## src/rtl/corelet_ctrl.sv

```systemverilog
// Sequencing controller for the corelet: per kernel position it loads weights and
// activations from xmem into L0, runs the MAC array and drains the output FIFO into pmem.
module corelet_ctrl #(
  parameter int unsigned bw       = 4,
  parameter int unsigned psum_bw  = 16,
  parameter int unsigned row      = 8,
  parameter int unsigned col      = 8,
  parameter int unsigned len_kij  = 9,
  parameter int unsigned len_nij  = 36,
  parameter logic [10:0] w_base   = 11'd1024,
  parameter logic [10:0] a_base   = 11'd0
) (
  input  logic        clk,
  input  logic        reset,
  input  logic        start,
  input  logic        ofifo_valid,
  output logic [11:0] in_ctrl,
  output logic        xmem_cen,
  output logic        xmem_wen,
  output logic [10:0] xmem_addr,
  output logic        pmem_cen,
  output logic        pmem_wen,
  output logic [10:0] pmem_addr,
  output logic        busy,
  output logic        done
);

  function automatic int unsigned max3(int unsigned a, int unsigned b, int unsigned c);
    int unsigned m;
    m = (a > b) ? a : b;
    return (m > c) ? m : c;
  endfunction

  localparam int unsigned MaxCnt = max3(col, row + col, len_nij);
  localparam int unsigned CntW   = $clog2(MaxCnt + 1);
  localparam int unsigned KijW   = (len_kij > 1) ? $clog2(len_kij) : 1;

  if (bw == 0 || psum_bw < bw || row == 0 || col == 0 || len_kij == 0 || len_nij == 0)
  begin : g_bad_cfg
    $error("corelet_ctrl: invalid parameter set");
  end

  typedef enum logic [2:0] {
    StIdle, StWload, StWprop, StWflush, StAload, StExec, StDrain, StFin
  } state_e;

  state_e            state_q, state_d;
  logic [CntW-1:0]   cnt_q, cnt_d;
  logic [KijW-1:0]   kij_q, kij_d;
  // wr marks a cycle in which a pmem write (and ofifo_rd) is presented.
  logic              wr_q, wr_d;

  logic [11:0] in_ctrl_d;
  logic        xmem_cen_d, pmem_cen_d, pmem_wen_d, busy_d, done_d;
  logic [10:0] xmem_addr_d, pmem_addr_d;

  always_comb begin
    state_d = state_q;
    cnt_d   = cnt_q;
    kij_d   = kij_q;
    wr_d    = 1'b0;
    unique case (state_q)
      StIdle: begin
        if (start) begin
          state_d = StWload;
          cnt_d   = '0;
          kij_d   = '0;
        end
      end
      StWload: begin
        if (cnt_q == CntW'(col)) begin
          state_d = StWprop;
          cnt_d   = '0;
        end else begin
          cnt_d = cnt_q + CntW'(1);
        end
      end
      StWprop: begin
        if (cnt_q == CntW'(col - 1)) begin
          state_d = StWflush;
          cnt_d   = '0;
        end else begin
          cnt_d = cnt_q + CntW'(1);
        end
      end
      StWflush: begin
        if (cnt_q == CntW'(row + col - 1)) begin
          state_d = StAload;
          cnt_d   = '0;
        end else begin
          cnt_d = cnt_q + CntW'(1);
        end
      end
      StAload: begin
        if (cnt_q == CntW'(len_nij)) begin
          state_d = StExec;
          cnt_d   = '0;
        end else begin
          cnt_d = cnt_q + CntW'(1);
        end
      end
      StExec: begin
        if (cnt_q == CntW'(len_nij - 1)) begin
          state_d = StDrain;
          cnt_d   = '0;
          wr_d    = ofifo_valid;
        end else begin
          cnt_d = cnt_q + CntW'(1);
        end
      end
      StDrain: begin
        // Outputs are registered, so the valid seen this cycle schedules next cycle's write.
        if (wr_q && cnt_q == CntW'(len_nij - 1)) begin
          cnt_d = '0;
          if (kij_q == KijW'(len_kij - 1)) begin
            state_d = StFin;
          end else begin
            kij_d   = kij_q + KijW'(1);
            state_d = StWload;
          end
        end else begin
          cnt_d = cnt_q + CntW'(wr_q);
          wr_d  = ofifo_valid;
        end
      end
      StFin: state_d = StIdle;
      default: state_d = StIdle;
    endcase
  end

  // Output registers are loaded from the next-state values so they line up with the state.
  always_comb begin
    in_ctrl_d   = '0;
    xmem_cen_d  = 1'b1;
    xmem_addr_d = '0;
    pmem_cen_d  = 1'b1;
    pmem_wen_d  = 1'b1;
    pmem_addr_d = pmem_addr;
    busy_d      = (state_d != StIdle);
    done_d      = (state_d == StFin);
    unique case (state_d)
      StWload: begin
        if (cnt_d < CntW'(col)) begin
          xmem_cen_d  = 1'b0;
          xmem_addr_d = w_base + 11'(32'(kij_d) * col) + 11'(cnt_d);
        end
        in_ctrl_d[2] = (cnt_d != '0);
      end
      StAload: begin
        if (cnt_d < CntW'(len_nij)) begin
          xmem_cen_d  = 1'b0;
          xmem_addr_d = a_base + 11'(cnt_d);
        end
        in_ctrl_d[2] = (cnt_d != '0);
      end
      StWprop: begin
        in_ctrl_d[3]   = 1'b1;
        in_ctrl_d[1:0] = 2'b01;
      end
      StExec: begin
        in_ctrl_d[3]   = 1'b1;
        in_ctrl_d[1:0] = 2'b10;
      end
      StDrain: begin
        if (wr_d) begin
          in_ctrl_d[6] = 1'b1;
          pmem_cen_d   = 1'b0;
          pmem_wen_d   = 1'b0;
          pmem_addr_d  = 11'(32'(kij_d) * len_nij) + 11'(cnt_d);
        end
      end
      default: ;
    endcase
  end

  always_ff @(posedge clk or posedge reset) begin
    if (reset) begin
      state_q   <= StIdle;
      cnt_q     <= '0;
      kij_q     <= '0;
      wr_q      <= 1'b0;
      in_ctrl   <= '0;
      xmem_cen  <= 1'b1;
      xmem_addr <= '0;
      pmem_cen  <= 1'b1;
      pmem_wen  <= 1'b1;
      pmem_addr <= '0;
      busy      <= 1'b0;
      done      <= 1'b0;
    end else begin
      state_q   <= state_d;
      cnt_q     <= cnt_d;
      kij_q     <= kij_d;
      wr_q      <= wr_d;
      in_ctrl   <= in_ctrl_d;
      xmem_cen  <= xmem_cen_d;
      xmem_addr <= xmem_addr_d;
      pmem_cen  <= pmem_cen_d;
      pmem_wen  <= pmem_wen_d;
      pmem_addr <= pmem_addr_d;
      busy      <= busy_d;
      done      <= done_d;
    end
  end

  assign xmem_wen = 1'b1;

endmodule

```

## config.mk

```make
export PLATFORM = sky130hd
export DESIGN_NAME = corelet_ctrl
export DESIGN_NICKNAME = d
export VERILOG_FILES = /design/src/rtl/corelet_ctrl.sv
export SDC_FILE = /design/constraint.sdc
export NUM_CORES = 1
export LEC_CHECK = 0
export BUFFER_PORTS_ARGS = -buffer_cell sky130_fd_sc_hd__buf_2
export CAP_MARGIN = 0
export CORE_ASPECT_RATIO = 1.75
export CORE_MARGIN = 2
export CORE_UTILIZATION = 55
export CTS_CLUSTER_SIZE = 25
export DETAILED_ROUTE_END_ITERATION = 16
export PLACE_DENSITY = 0.79
export RECOVER_POWER = 25
export SLEW_MARGIN = 10
export SYNTH_ARGS = -nofsm -noshare
export SYNTH_HDL_FRONTEND = slang
export SYNTH_SLANG_ARGS = --single-unit
export TNS_END_PERCENT = 1
```

## constraint.sdc

```tcl
create_clock -name clk -period 6.5 [get_ports clk]
set_input_delay 0.975 -clock clk [delete_from_list [all_inputs] [get_ports clk]]
set_output_delay 0.975 -clock clk [all_outputs]
set_load 0.01 [all_outputs]
```

Word level (Yosys, flattened, before mapping)
Cells that the tools add are included.
{"block": "op_classes", "addsub": 6, "multipliers": 1, "n_lt_le_gt_ge": 2, "eq_ne": 19, "n_mux": 37, "reduce_logical": 7}
{"cell": "$mux 6", "count": 8}
{"cell": "$pmux 6 s7", "count": 1}
{"cell": "$eq 3x3->1 const B", "count": 8}
{"cell": "$mux 3", "count": 8}
{"cell": "$pmux 3 s8", "count": 1}
{"cell": "$pmux 11 s2", "count": 1}
{"cell": "$eq 6x4->1 const B", "count": 2}
{"cell": "$eq 6x6->1 const B", "count": 2}
{"cell": "$mux 4", "count": 3}
{"cell": "$add 10x6->11", "count": 1}
{"cell": "$add 11x6->11", "count": 1}
{"cell": "$add 11x7->11 const A", "count": 1}
{"cell": "$mux 11", "count": 1}
{"cell": "$mux 1", "count": 10}
{"cell": "$eq 3x2->1 const B", "count": 3}
{"cell": "$mul 4x4->8 const B", "count": 1}
{"cell": "$pmux 4 s2", "count": 1}
{"cell": "$add 6x1->6", "count": 1}
{"cell": "$add 6x1->6 const B", "count": 1}
{"cell": "$eq 3x1->1 const B", "count": 2}
{"cell": "$eq 6x3->1 const B", "count": 1}
{"cell": "$lt 6x4->1 const B", "count": 1}
{"cell": "$lt 6x6->1 const B", "count": 1}
{"cell": "$reduce_bool 6->1", "count": 1}
{"cell": "9 further kinds", "count": 11}
{"block": "totals", "register_bits": 45, "inputBits": 4, "elab_cells": 83}

Longest topological paths before layout
{"block": "depth", "depth_word": 8, "depth_mapped": 15}

Worst setup path after synthesis
OpenSTA, ideal clock, no wires.
{"block": "synth_timing", "kind": "input -> register", "startpoint": "in start", "endpoint": "reg pmem_addr[9]", "arrival_ps": 3176, "t_required_ps": 6354, "path_slack_ps": 3178, "cell_stages": 12, "n_path_buf": 0, "path_cell_list": "or3b_1 a21oi_1 o21ai_0 nand2_1 o21ai_0 ha_1 ha_1 ha_1 nand3_1 or3_1 mux2i_1 a311oi_1"}
{"block": "synth_between", "elab_chain_cells": 4, "elab_cells_between_ends": 10, "classes_between": "add/sub: 1; mul: 1; eq/ne: 1; mux: 6; reduce/logical: 1"}
{"element": "start: declaration", "line": "15", "source": "input logic start,"}
{"element": "$mux 4", "line": "64", "source": "if (start) begin"}
{"element": "$pmux 4 s2", "line": "62", "source": "unique case (state_q)"}
{"element": "via kij_d[0]", "line": "49", "source": "logic [KijW-1:0] kij_q, kij_d;"}
{"element": "$mul 4x4->8", "line": "169", "source": "pmem_addr_d = 11'(32'(kij_d) * len_nij) + 11'(cnt_d);"}
{"element": "$add 10x6->11", "line": "169"}
{"element": "end signal: assignment", "line": "200", "source": "pmem_addr <= pmem_addr_d;"}
{"element": "end: declaration", "line": "23", "source": "output logic [10:0] pmem_addr,"}
The timed path passes the listed nets, and every way through them passes these cells.
A chain may end at the register's enable or synchronous reset.

Worst setup path after layout
{"block": "layout_timing", "startpoint": "reg state_q[2]", "endpoint": "reg pmem_addr[8]"}
{"block": "layout_between", "elab_cells_between_ends": 23, "classes_between": "add/sub: 1; mul: 1; eq/ne: 8; mux: 11; reduce/logical: 2"}
{"element": "start: declaration", "line": "47", "source": "state_e state_q, state_d;"}
{"element": "start signal: assignment", "line": "178", "source": "state_q <= StIdle;"}
{"element": "start signal: assignment", "line": "191", "source": "state_q <= state_d;"}
{"element": "$eq 3x3->1, or another cell as far along", "line": "62"}
{"element": "$pmux 6 s7 (*)", "line": "62"}
{"element": "via cnt_d[2]", "line": "48", "source": "logic [CntW-1:0] cnt_q, cnt_d;"}
{"element": "$add 10x6->11 (*)", "line": "169"}
The timed path passes the listed nets; every way through them passes the cells marked *.

==> flow_summary.ini <==
[timing]
rsz0062_at_grt = no
setup_viol = 0
hold_viol_final = 0
setup_tns_ns = 0
finalClockSkew_ns = 0.00624
relSlewSlack_pct = -48.3
min_period_ns = 3.86
fin_hold_ws_ns = 0.480
tightest_slew_ns = 2.23
finalCritPeriodShare_pct = 59.3
slew_violations = 44
clock.fmax_mhz = 259

[finish]
drive_gt1_share_pct = 18.2
fin_nets = 359
seq_area_um2 = 1080
area_growth_pct = 9.03
most-common-layout-cells = dfrtp_1 (41), buf_2 (33), inv_1 (27)
multi_input_area_um2 = 1540
fillers = 428
instances_no_fill = 394
diodes = 0
postLayoutCoreUtil_pct = 62.2
layout_commonest_cell = dfrtp_1

[cts]
clk_pin_slew_ns = 0.08
cts.sinks = 43
ctsResizeCount = 0
insertion_delay_ns = 0.30
cts_setup_buffers = 0
cts.hold.buffers_added = 0
ctsHtreeMaxLevel = 2
cts_buffer_depth = 2
cts_tree = yes
cts_root_buf = clkbuf_8
cts_made_buffers = 5

[routing]
viasPerCell = 6.16
drt_iter0_markers = 79
drt-pass1-iter-count = 4
vias = 2428
wire_per_inst_um = 17.1
ant_nets = 0
drc = 0
totalWireLength_um = 6750

[synthesis]
synth-edff-count = 0
synth.distinct_cells = 73
yosysTopAreaCell = dfrtp_1
syn_area_per_cell_um2 = 9.10
async_flop_share_pct = 100
synth-seq-cells = 43
ys.flop_type = dfrtp_1
syn_area_um2 = 2840
synthTopCellsByArea = dfrtp_1 (36%), ha_1 (6.6%), inv_1 (3.6%)
synth_cells = 312
yosys.area.top_type_share_pct = 36.1
synth_warnings = 0
yosysSeqAreaShare_pct = 38.0

[floorplanning]
start_util_pct = 57.1
coreArea_um2 = 4980
std_cell_rows = 34
dieArea_um2 = 5780
io_pins = 44
die_x_um = 58.3
die_h_um = 99.1

[worst_setup_path]
crit_path_max_fanout = 23
crit_chain = nor4_1 -> or2_2 -> inv_1 -> o21ai_0 -> a311oi_1 -> a21oi_1 -> ha_1 -> ha_1 -> a21oi_1 -> o31ai_1 -> maj3_2 -> mux2i_1 -> nor3_1
crit_required_ns = 6.68
crit_arrival_ns = 4.04
criticalPathCategory = flop to flop
worst_path_max_delay_cell = nor4_1
cp-start-kind = flop
cp_top_family = simple AND/OR/NAND/NOR gates
crit_buf_inv = 1
worst_setup_path_end_kind = flop
cpPeakStageDelay_ns = 0.86

[global_route]
grt_pass1_wl_um = 11300
grt_pass1_vias = 2414
antenna_found_initial = 0
grtUsageTotal_pct = 25.3
grt_overflow_total = 0
grt_max_degree = 44

[power_and_ir_drop]
power_w = 0.00102
peakVddDrop_v = 0.000211
p_leak_nw = 1.51
p_per_area_nw_per_um2 = 329

[placement]
globalplace.congestion = 0.974
portBuffers = 33
place_hpwl_um = 5090
place_inst = 386

[worst_hold_path]
hold_class = flop to flop

[outcome]
violations = max-capacitance violations, max-slew violations
status = complete, but fails checks

[flow_run]
cap_viol_max_count = 1
[per-layer routing]
metal	share of wire (%)	wire length (um)	GRT usage, %	vias to the layer above
met5	0	0	0	-
met4	4.5	302	13.4	0
met3	4.1	277	3.94	31
met2	55	3700	45.1	79
met1	37	2470	27.7	1161
li1	-	-	-	1157
[worst register-to-register path, delay by kind of cell (launching register included)]
family                   cells  cell delay [ns]
AO/OA/AOI/OAI                5             0.76
adder cells (fa/ha/maj)      3             0.79
buffers and inverters        1             0.09
flip-flops                   1             0.65
multiplexers                 1             0.22
AND/OR/NAND/NOR              3             1.23
[synth_stat cells (2+ instances only)]
| cell | number |
|---|---|
| nor4_1 | 3 |
| a32o_1 | 2 |
| o31ai_1 | 2 |
| a21o_1 | 2 |
| nand2b_1 | 2 |
| buf_4 | 11 |
| o31a_1 | 2 |
| a32oi_1 | 2 |
| a311oi_1 | 2 |
| nand4_1 | 3 |
| nand2_1 | 26 |
| mux2i_1 | 3 |
| nor4bb_1 | 2 |
| or3_1 | 3 |
| or4_1 | 2 |
| dfstp_2 | 2 |
| buf_2 | 3 |
| o211ai_1 | 2 |
| maj3_2 | 2 |
| nor3_1 | 10 |
| conb_1 | 2 |
| xor2_1 | 4 |
| clkbuf_1 | 8 |
| ha_1 | 15 |
| a31oi_1 | 4 |
| and3_1 | 3 |
| nand3_1 | 10 |
| inv_1 | 27 |
| xnor2_1 | 3 |
| o21ai_1 | 9 |
| o21ai_0 | 13 |
| nand3b_1 | 5 |
| dfrtp_1 | 41 |
| nor2_1 | 25 |
| a21oi_1 | 19 |
[area by class of cell]
type	instances	share of cell area (%)
clock inverters	2	1.13
repair buffers	36	5.94
inverters	28	3.39
clock buffers	6	2.67
multi-input cells	225	49.9
well taps	54	2.18
flip-flops and latches	43	34.8
[metrics by stage]
stage / cell area (um2) / worst slack [ns]
floorplan: 2870 / 3.18
global placement: 2980 / 2.49
detailed placement: 2980 / 2.47
CTS: 3100 / 2.70
global route: 3100 / 2.30
finish: 3100 / 2.64
[worst paths after layout]
kind	slack [ns]	startpoint	depth (start not counted)	to
setup / recovery	2.64	state_q[2]	13	pmem_addr[8]
hold / removal	0.48	pmem_addr[1]	2	pmem_addr[1]
setup reg to reg	2.64	state_q[2]	13	pmem_addr[8]
hold reg to reg	0.48	pmem_addr[1]	2	pmem_addr[1]
max in group asynchronous	3.75	reset	3	state_q[1]
min in group asynchronous	1.48	reset	3	pmem_addr[6]
[registers in the layout, summed over array words and instances, names as in the netlist, 3 cells and up]
register and flops:
xmem_addr 9, state_q 3, kij_q 4, pmem_addr 11, in_ctrl 5, cnt_q 6
[logic make-up (layout without fill, tap and decap cells)]
| logic type | count (synthesis) | count (layout) | share of synthesized area [%] |
|---|---|---|---|
| and+or+nand+nor | 107 | 107 | 21.1 |
| AOI/OAI and AO/OA | 79 | 79 | 20.2 |
| adders and majority gates | 18 | 18 | 8.11 |
| DFF | 43 | 43 | 38.0 |
| muxes | 4 | 4 | 1.45 |
| other | 2 | 10 | 0.264 |
| xor gates and xnor gates | 7 | 7 | 2.16 |
| buffers and inverters | 52 | 72 | 8.72 |
[report_power, final]
| group | total, W | switching, W | internal (W) |
|---|---|---|---|
| logic | 0.000407 | 0.000258 | 0.000149 |
| registers | 0.000398 | 0.0000797 | 0.000319 |
| clock network | 0.000212 | 0.0000882 | 0.000124 |
No activity file was read; power rests on OpenSTA's default activity.
